File: config.mk
export PLATFORM = sky130hd
export DESIGN_NAME = bus_dispatch_scheduler
export DESIGN_NICKNAME = d
export VERILOG_FILES = /design/src/rtl/bus_sched_pkg.sv /design/src/rtl/station_wait_counter.sv /design/src/rtl/bus_dispatch_scheduler.sv
export SDC_FILE = /design/constraint.sdc
export NUM_CORES = 1
export LEC_CHECK = 0
export ABC_CLOCK_PERIOD_IN_PS = 2400
export CORE_MARGIN = 1
export CORE_UTILIZATION = 48
export DETAILED_ROUTE_END_ITERATION = 8
export PLACE_DENSITY_LB_ADDON = 0.25
export SYNTH_ARGS = -nofsm -noshare
export SYNTH_HDL_FRONTEND = slang
export SYNTH_SLANG_ARGS = --single-unit
File: constraint.sdc
create_clock -name clk -period 2.4 [get_ports clk]
set_input_delay 0.6 -clock clk [delete_from_list [all_inputs] [get_ports clk]]
set_output_delay 0.6 -clock clk [all_outputs]
set_load 0.02 [all_outputs]
File: src/rtl/bus_sched_pkg.sv
// Shared types and defaults for the shuttle bus dispatch scheduler.
// Optional aging arbitration is enabled with BUS_SCHED_AGING_EN.
package bus_sched_pkg;

  localparam int CNT_W = 2;

  typedef enum logic [1:0] {
    S_IDLE   = 2'd0,
    S_DECIDE = 2'd1,
    S_OFFER  = 2'd2,
    S_BUSY   = 2'd3
  } state_t;

  localparam logic ST_B1 = 1'b0;
  localparam logic ST_B2 = 1'b1;

  localparam int DEF_MAX_WAIT  = 2;
  localparam int DEF_FARE_B1   = 30;
  localparam int DEF_FARE_B2   = 20;
  localparam int DEF_POS_B1    = 0;
  localparam int DEF_POS_B2    = 6;
  localparam int DEF_AGE_LIMIT = 3;

  function automatic logic [7:0] calc_fare(input logic [CNT_W-1:0] cnt,
                                           input logic [7:0]       fare);
    return 8'({6'd0, cnt} * fare);
  endfunction

endpackage

File: src/rtl/station_wait_counter.sv
// Per-station waiting-passenger counter: saturating increment, snapshot
// subtraction when a job is accepted, and a one-cycle drop flag.
module station_wait_counter
  import bus_sched_pkg::*;
#(
  parameter int MAX_WAIT = DEF_MAX_WAIT
) (
  input  logic             clk,
  input  logic             rst,
  input  logic             i_req,
  input  logic             i_clr,
  input  logic [CNT_W-1:0] i_snap,
  output logic [CNT_W-1:0] o_count,
  output logic             o_drop
);

  logic [CNT_W-1:0] r_count;
  logic             r_drop;
  logic [CNT_W-1:0] w_base;
  logic [CNT_W-1:0] w_next;
  logic             w_drop;

  // A same-cycle arrival lands on top of what is left after the snapshot.
  always_comb begin
    w_base = i_clr ? (r_count - i_snap) : r_count;
    w_next = w_base;
    w_drop = 1'b0;
    if (i_req) begin
      if (w_base < CNT_W'(MAX_WAIT)) w_next = w_base + 1'b1;
      else                           w_drop = 1'b1;
    end
  end

  always_ff @(posedge clk or negedge rst) begin
    if (!rst) begin
      r_count <= '0;
      r_drop  <= 1'b0;
    end else begin
      r_count <= w_next;
      r_drop  <= w_drop;
    end
  end

  assign o_count = r_count;
  assign o_drop  = r_drop;

endmodule

File: src/rtl/bus_dispatch_scheduler.sv
// Picks the next boarding station for the shuttle and offers it over valid/ready.
// Define BUS_SCHED_AGING_EN to promote a station that keeps losing arbitration.
module bus_dispatch_scheduler
  import bus_sched_pkg::*;
#(
  parameter int MAX_WAIT  = DEF_MAX_WAIT,
  parameter int FARE_B1   = DEF_FARE_B1,
  parameter int FARE_B2   = DEF_FARE_B2,
  parameter int POS_B1    = DEF_POS_B1,
  parameter int POS_B2    = DEF_POS_B2
`ifdef BUS_SCHED_AGING_EN
  , parameter int AGE_LIMIT = DEF_AGE_LIMIT
`endif
) (
  input  logic       clk,
  input  logic       rst,
  input  logic       tick,
  input  logic [1:0] req,
  input  logic [2:0] bus_pos,
  input  logic       bus_done,
  output logic       grant_valid,
  input  logic       grant_ready,
  output logic       grant_station,
  output logic [1:0] grant_count,
  output logic [7:0] grant_fare,
  output logic [1:0] wait_b1,
  output logic [1:0] wait_b2,
  output logic       drop,
  output logic       busy
);

  state_t           r_state, w_next_state;
  logic             r_last;
  logic             r_gnt_station;
  logic [CNT_W-1:0] r_gnt_count;
  logic [7:0]       r_gnt_fare;
  logic [CNT_W-1:0] w_cnt1, w_cnt2;
  logic             w_drop1, w_drop2;
  logic             w_nz1, w_nz2;
  logic             w_hs;
  logic             w_win;
  logic             w_pos_win;
  logic [CNT_W-1:0] w_win_cnt;

  assign w_hs = (r_state == S_OFFER) && grant_ready;

  station_wait_counter #(.MAX_WAIT(MAX_WAIT)) u_cnt_b1 (
    .clk(clk), .rst(rst), .i_req(req[0]),
    .i_clr(w_hs && (r_gnt_station == ST_B1)), .i_snap(r_gnt_count),
    .o_count(w_cnt1), .o_drop(w_drop1)
  );

  station_wait_counter #(.MAX_WAIT(MAX_WAIT)) u_cnt_b2 (
    .clk(clk), .rst(rst), .i_req(req[1]),
    .i_clr(w_hs && (r_gnt_station == ST_B2)), .i_snap(r_gnt_count),
    .o_count(w_cnt2), .o_drop(w_drop2)
  );

  assign w_nz1 = |w_cnt1;
  assign w_nz2 = |w_cnt2;

  always_comb begin
    w_pos_win = ~r_last;
    if (bus_pos == 3'(POS_B1))      w_pos_win = ST_B1;
    else if (bus_pos == 3'(POS_B2)) w_pos_win = ST_B2;
  end

`ifdef BUS_SCHED_AGING_EN
  logic [1:0] r_age1, r_age2;
  logic       w_aged1, w_aged2;
  assign w_aged1 = ({30'd0, r_age1} >= AGE_LIMIT);
  assign w_aged2 = ({30'd0, r_age2} >= AGE_LIMIT);

  // An aged station overrides the position rule; two aged stations fall back to round-robin.
  always_comb begin
    w_win = w_pos_win;
    if (w_nz1 && !w_nz2)           w_win = ST_B1;
    else if (w_nz2 && !w_nz1)      w_win = ST_B2;
    else if (w_aged1 && !w_aged2)  w_win = ST_B1;
    else if (w_aged2 && !w_aged1)  w_win = ST_B2;
    else if (w_aged1 && w_aged2)   w_win = ~r_last;
  end

  always_ff @(posedge clk or negedge rst) begin
    if (!rst) begin
      r_age1 <= '0;
      r_age2 <= '0;
    end else if (r_state == S_DECIDE) begin
      if (w_win == ST_B1) begin
        r_age1 <= '0;
        if (w_nz2 && r_age2 != 2'd3) r_age2 <= r_age2 + 1'b1;
      end else begin
        r_age2 <= '0;
        if (w_nz1 && r_age1 != 2'd3) r_age1 <= r_age1 + 1'b1;
      end
    end
  end
`else
  always_comb begin
    w_win = w_pos_win;
    if (w_nz1 && !w_nz2)      w_win = ST_B1;
    else if (w_nz2 && !w_nz1) w_win = ST_B2;
  end
`endif

  assign w_win_cnt = (w_win == ST_B2) ? w_cnt2 : w_cnt1;

  always_ff @(posedge clk or negedge rst) begin
    if (!rst) r_state <= S_IDLE;
    else      r_state <= w_next_state;
  end

  always_comb begin
    w_next_state = r_state;
    case (r_state)
      S_IDLE:   if (tick && (w_nz1 || w_nz2)) w_next_state = S_DECIDE;
      S_DECIDE: w_next_state = S_OFFER;
      S_OFFER:  if (grant_ready) w_next_state = S_BUSY;
      S_BUSY:   if (bus_done) w_next_state = S_IDLE;
      default:  w_next_state = S_IDLE;
    endcase
  end

  always_comb begin
    grant_valid = 1'b0;
    busy        = 1'b0;
    if (r_state == S_OFFER) grant_valid = 1'b1;
    if (r_state != S_IDLE)  busy        = 1'b1;
  end

  // Payload is captured once in DECIDE and held untouched through OFFER.
  always_ff @(posedge clk or negedge rst) begin
    if (!rst) begin
      r_gnt_station <= 1'b0;
      r_gnt_count   <= '0;
      r_gnt_fare    <= '0;
      r_last        <= ST_B2;
    end else begin
      if (r_state == S_DECIDE) begin
        r_gnt_station <= w_win;
        r_gnt_count   <= w_win_cnt;
        r_gnt_fare    <= calc_fare(w_win_cnt, (w_win == ST_B2) ? 8'(FARE_B2) : 8'(FARE_B1));
      end
      if (w_hs) r_last <= r_gnt_station;
    end
  end

  assign grant_station = r_gnt_station;
  assign grant_count   = r_gnt_count;
  assign grant_fare    = r_gnt_fare;
  assign wait_b1       = w_cnt1;
  assign wait_b2       = w_cnt2;
  assign drop          = w_drop1 | w_drop2;

endmodule

* Word-level counts from Yosys, hierarchy flattened
Cells that the tools add are included. W data, S select, Z words.
Word-level totals: ROM bits 0, register bits after elaboration 20, logic and storage cells 63, memory bits (writable) 0, memories kept 0, latch bits 0
Operators by class: bitwise logic cells 3, reduce and logical (&&, ||, !) cells 15, order comparisons 2, shift-type cells 0, muxes and demuxes 22, div/mod/pow operators 0, add/sub/neg operators 4, $mul 1, eq/ne operators 7
Operators by type and width (number):
- $mux W2 | 10
- $mux W1 | 10
- $pmux W2 S4 | 1
- $mul A2 B5 Y7 | 1
- $logic_and A1 B1 Y1 | 6
- $ne A2 B2 Y1 const B | 3
- $add A2 B1 Y2 const B | 2
- $eq A2 B2 Y1 const B | 2
- $lt A2 B2 Y1 const B | 2
- $mux W4 | 1
- $reduce_or A2 Y1 | 2
- $sub A2 B2 Y2 | 2
- $eq A3 B3 Y1 const B | 1
- $logic_not A3 Y1 | 1
- $reduce_and A3 Y1 | 1
- $eq A2 B1 Y1 const B | 1
- $logic_not A1 Y1 | 2
- $logic_not A2 Y1 | 1
- $not A1 Y1 | 2
- $reduce_bool A2 Y1 | 1
- $logic_or A1 B1 Y1 | 1
- $or A1 B1 Y1 | 1

* Longest topological paths before layout
word-level depth 7, mapped depth 9

* Hierarchy
A second synthesis with hierarchy kept.
Unflattened totals: cells, all modules 127, area total of the unflattened synthesis 1227.4 um^2
Modules (own cells, without submodules):
- bus_dispatch_scheduler | area each 797.0 um^2, cells an instance 81, times used 1
- station_wait_counter | area each 215.2 um^2, cells an instance 23, times used 2

* Least setup slack after synthesis
No wires, ideal clock.
kind input-to-reg, start point input bus_pos[2], end point register r_gnt_fare[3] (netlist: grant_fare[3]), slack 0.126 ns, library setup time 0.125 ns, path buffers 0, stages 7, arrival time 2.149 ns, cell sequence o21ba_2 > o22ai_4 > o22ai_1 > a31oi_1 > ha_1 > fa_1 > mux2_2
On the way: word-level cells in the longest chain between the ends 7
RTL lines:
- from (decl) | line bus_dispatch_scheduler.sv:19 | input logic [2:0] bus_pos,
- $eq A3 B3 Y1 | line bus_dispatch_scheduler.sv:65 | else if (bus_pos == 3'(POS_B2)) w_pos_win = ST_B2;
- $mux W1 | line bus_dispatch_scheduler.sv:65
- $mux W1 * | line bus_dispatch_scheduler.sv:64 | if (bus_pos == 3'(POS_B1)) w_pos_win = ST_B1;
- $mux W1 * | line bus_dispatch_scheduler.sv:102 | else if (w_nz2 && !w_nz1) w_win = ST_B2;
- $mux W1 * | line bus_dispatch_scheduler.sv:101 | if (w_nz1 && !w_nz2) w_win = ST_B1;
- $mux W2 * | line bus_dispatch_scheduler.sv:106 | assign w_win_cnt = (w_win == ST_B2) ? w_cnt2 : w_cnt1;
- named net w_win_cnt[0] | line bus_dispatch_scheduler.sv:43 | logic [CNT_W-1:0] w_win_cnt;
- $mul A2 B5 Y7 * | line bus_sched_pkg.sv:26 | return 8'({6'd0, cnt} * fare);
- to (signal assigned) | line bus_dispatch_scheduler.sv:142 | r_gnt_fare <= calc_fare(w_win_cnt, (w_win == ST_B2) ? 8'(FARE_B2) : 8'(FARE_B1));
- to (decl) | line bus_dispatch_scheduler.sv:36 | logic [7:0] r_gnt_fare;
The timed path passes the listed nets; every way through them passes the cells marked *. A chain may end at the register's enable or synchronous reset.

* Final worst setup path
start point input bus_pos[1], end point register r_gnt_fare[4] (netlist: grant_fare[4])
On the way: word-level cells in the longest chain between the ends 7
RTL lines (line):
- $eq A3 B3 Y1 | bus_dispatch_scheduler.sv:65
- $mux W1 | bus_dispatch_scheduler.sv:65
- $mux W1 * | bus_dispatch_scheduler.sv:64
- $mux W1 * | bus_dispatch_scheduler.sv:102
- $mux W1 * | bus_dispatch_scheduler.sv:101
- $mux W2 or $mux W4 (tied branches) | bus_dispatch_scheduler.sv:106, bus_dispatch_scheduler.sv:142
- $mul A2 B5 Y7 * | bus_sched_pkg.sv:26
Mark *: on every way between the ends. The rest lies on a longest branch, timed or not.

==> results.md <==
* Clock tree from TritonCTS: yes
* Average cell area after synthesis at 10.4 um2
* Non-filler cells, final at 168
* Critical path type: input pin to flip-flop
* Unique cell type count in the Yosys netlist at 35
* Flop2flop setup slack at 0.14 ns
* Peak supply drop at 843 uV
* Relative area change from synthesis to final layout at 34.7%
* Number of buffers on the longest clock path at 2
* Congestion Overflow GR at 0
* Number of rows created at floorplan at 17
* Area inside the core boundary at 2190 um2
* Count of pins on the block boundary at 28
* IO Port Bufs at 25
* Kind of start point of the critical path: input pin
* Clk root buf: clkbuf_4
* Maximum fanout along the worst path at 5
* Endpoint of the lowest-slack register-to-register path: grant_fare[3]$_DFFE_PN0N_
* Combined flip-flop and latch cell area at 452 um2
* DR vias at 872
* Depth of the most critical reg-to-reg path at 7
* Leakage component of the power at 0.680 nW
* Upper clock frequency limit at 428 MHz
* Result of the run: finished, final reports clean
* Final period util at 97.4%
* First-pass GRT wire length at 3.80 mm
* FILL cells at 174
* Antenna diode instance count at 0
* Max Slew Vio Count at 0
* Inserted Clock Buffers at 3
* Pwr Density at 1510 nW/um2
* Number of global-route vias before repair at 880
* Number of enable flip-flop cells after synthesis at 0
* Die Area at 2500 um2
* Number of endpoints failing setup at the final stage at 0
* Required @ worst endpoint at 2.56 ns
* Critical register-to-register path startpoint: r_last$_DFFE_PN1P_
* RSZ-0062 raised after global routing: yes
* Part of the Yosys area used for sequential elements at 40.8%
* Final Wtd Congestion at 0.850
* Global-route usage over all layers at 20.7%
* Average vias per placed instance at 5.19
* Count of state elements after synthesis at 18
* Initial antenna violation count at 0
* Worst-skew pair later-pin latency at 0.30 ns
* DRC violations left at 0
* Capture point of the worst path: grant_fare[4]$_DFFE_PN0N_
* Type of destination of the critical path: flip-flop
* Shortest clock period the worst path allows after layout at 2.34 ns
* H-tree depth at 1
* Die span in y at 50.0 um
* Share of synthesized flip-flops with an asynchronous set or reset at 100%
* Yosys warns at 0
* Count of maximum capacitance violations at 0
* Synth Flop Type: dfrtp_1
* Top library cells by usage in the layout, fill and taps aside: clkdlybuf4s50_1 (22), dfrtp_1 (17), nor2_1 (10), ha_1 (10)
* Post-synthesis instance area at 1110 um2
* Aggregate routed wire length at 2.20 mm
* Number of DRC violations after detailed-routing iteration 0 at 15
* Worst min-delay path startpoint: r_last$_DFFE_PN1P_
* Overall die width at 50.0 um
* Setup Skew at 0.00590 ns
* Inst Count DP at 162
* Summed negative setup slack over all endpoints at 0 ns
* Clock-pin transition on the worst setup and hold timing paths at 0.11 ns
* Quantity of hold-fixing buffers added after cts at 0
* Pin count of the biggest net entering global routing at 19
* Clock Sink Count at 18
* Number of iterations in the first detailed-routing pass at 4
* Arrival time at the worst endpoint at 2.50 ns
* Hold violation total from the final report at 0
* Worst setup startpoint: bus_pos[1]
* Layout cells sized above 1 at 21.4%
* Most common cell after layout, fill and taps aside: clkdlybuf4s50_1
* Kind of path behind the tightest hold check: flip-flop to flip-flop
* NumNets Final at 163
* Number of cells produced by synthesis at 106
* Half-perimeter wire length after placement at 1.64 mm
* Area occupied by multi-input gates at 627 um2
* Routed wire per std cell at 13.1 um
* Initial core utilization at 50.5%
* Remaining antenna violation count at 0
[Yosys cell counts, drive strengths merged, types with 2 or more instances]
cell type | number | area, um2
nor2b | 4 | 25.0
mux2i | 4 | 40.0
clkbuf | 2 | 8.75
buf | 2 | 15.0
or2 | 2 | 12.5
xnor2 | 5 | 43.8
dfrtp | 17 | 425
inv | 8 | 30.0
nand2 | 6 | 22.5
ha | 11 | 138
nor2 | 12 | 47.6
a21oi | 7 | 35.0
o22ai | 2 | 26.3
o21ai | 2 | 10.0
mux2 | 5 | 56.3
[worst min-delay path by stage]
stage	to	slack [ns]	cells after the start
2_1_floorplan	grant_count[0]$_DFFE_PN0N_	0.30	0
3_3_place_gp	r_last$_DFFE_PN1P_	0.46	2
3_5_place_dp	r_last$_DFFE_PN1P_	0.47	2
4_1_cts	r_last$_DFFE_PN1P_	0.49	2
5_1_grt	r_last$_DFFE_PN1P_	0.51	2
6_report	r_last$_DFFE_PN1P_	0.49	2
[area by class of cell]
class                      instances  area share (%)
sequential                        18            30.3
multi-input combinational         77            42.1
inverter                           8            2.02
clock buffer                       4            2.43
timing repair buffer              33            20.8
tap                               28            2.35
[sequential cells by signal (all words and copies together), names as in the netlist]
register / flops
grant_station: 1
u_cnt_b1.o_drop: 1
grant_count: 2
u_cnt_b2.o_count: 2
u_cnt_b2.o_drop: 1
u_cnt_b1.o_count: 2
grant_fare: 6
r_last: 1
r_state: 2
[where the power goes]
part | total, mW | switching [mW] | internal (mW)
Clock | 0.192 | 0.0994 | 0.0926
Sequential | 0.594 | 0.141 | 0.452
Combinational | 1.47 | 0.704 | 0.763
[logic make-up after synthesis]
group                    Yosys count  synth area share (%)
adder cells (fa/ha/maj)           12                  14.3
other                              1                 0.339
AND/OR/NAND/NOR                   27                  12.0
buffers and inverters             12                  4.86
flip-flops                        18                  40.8
XOR/XNOR                           5                  3.96
AO/OA/AOI/OAI                     22                  15.0
multiplexers                       9                  8.71
[routing by layer]
layer	track usage, %	vias to the layer above	wire length [um]	share of wire, %
met1	24.6	419	942	43
met2	36.0	19	1130	51
met4	10.0	0	40	1.8
met3	2.78	5	86	3.9
li1	-	429	-	-
met5	0	-	0	0
[worst max-delay path, stage by stage]
cell and delay, ns:
clkdlybuf4s50_1 0.53, o22ai_4 0.11, nor2_1 0.18, nor2b_1 0.07, ha_2 0.20, fa_1 0.41
buf_4 0.16, xnor2_1 0.14, a21oi_1 0.09
[metrics by stage]
step / cell area [um2] / setup WS [ns] / hold slack [ns] / utilization, % / power [mW]
2_1_floorplan: 1110 / 0.126 / 0.304 / - / 1.46
3_5_place_dp: 1420 / -0.431 / 0.466 / 64.6 / 1.98
5_1_grt: 1490 / -0.00384 / 0.508 / 68.0 / 2.44
6_report: 1490 / 0.0633 / 0.486 / 68.0 / 2.25
4_1_cts: 1480 / 0.0816 / 0.486 / 67.3 / 2.23
3_3_place_gp: 1420 / -0.378 / 0.461 / 64.6 / 1.94
[what timing repair did]
action / 4_1_cts / 5_1_grt
pin swaps: 3 / 0
cloned: 0 / 0
gates resized for setup: 5 / 4
setup endpoints to repair: 4 / 2
buffers inserted: 2 / 0
Power figures use the tool's default switching activity.
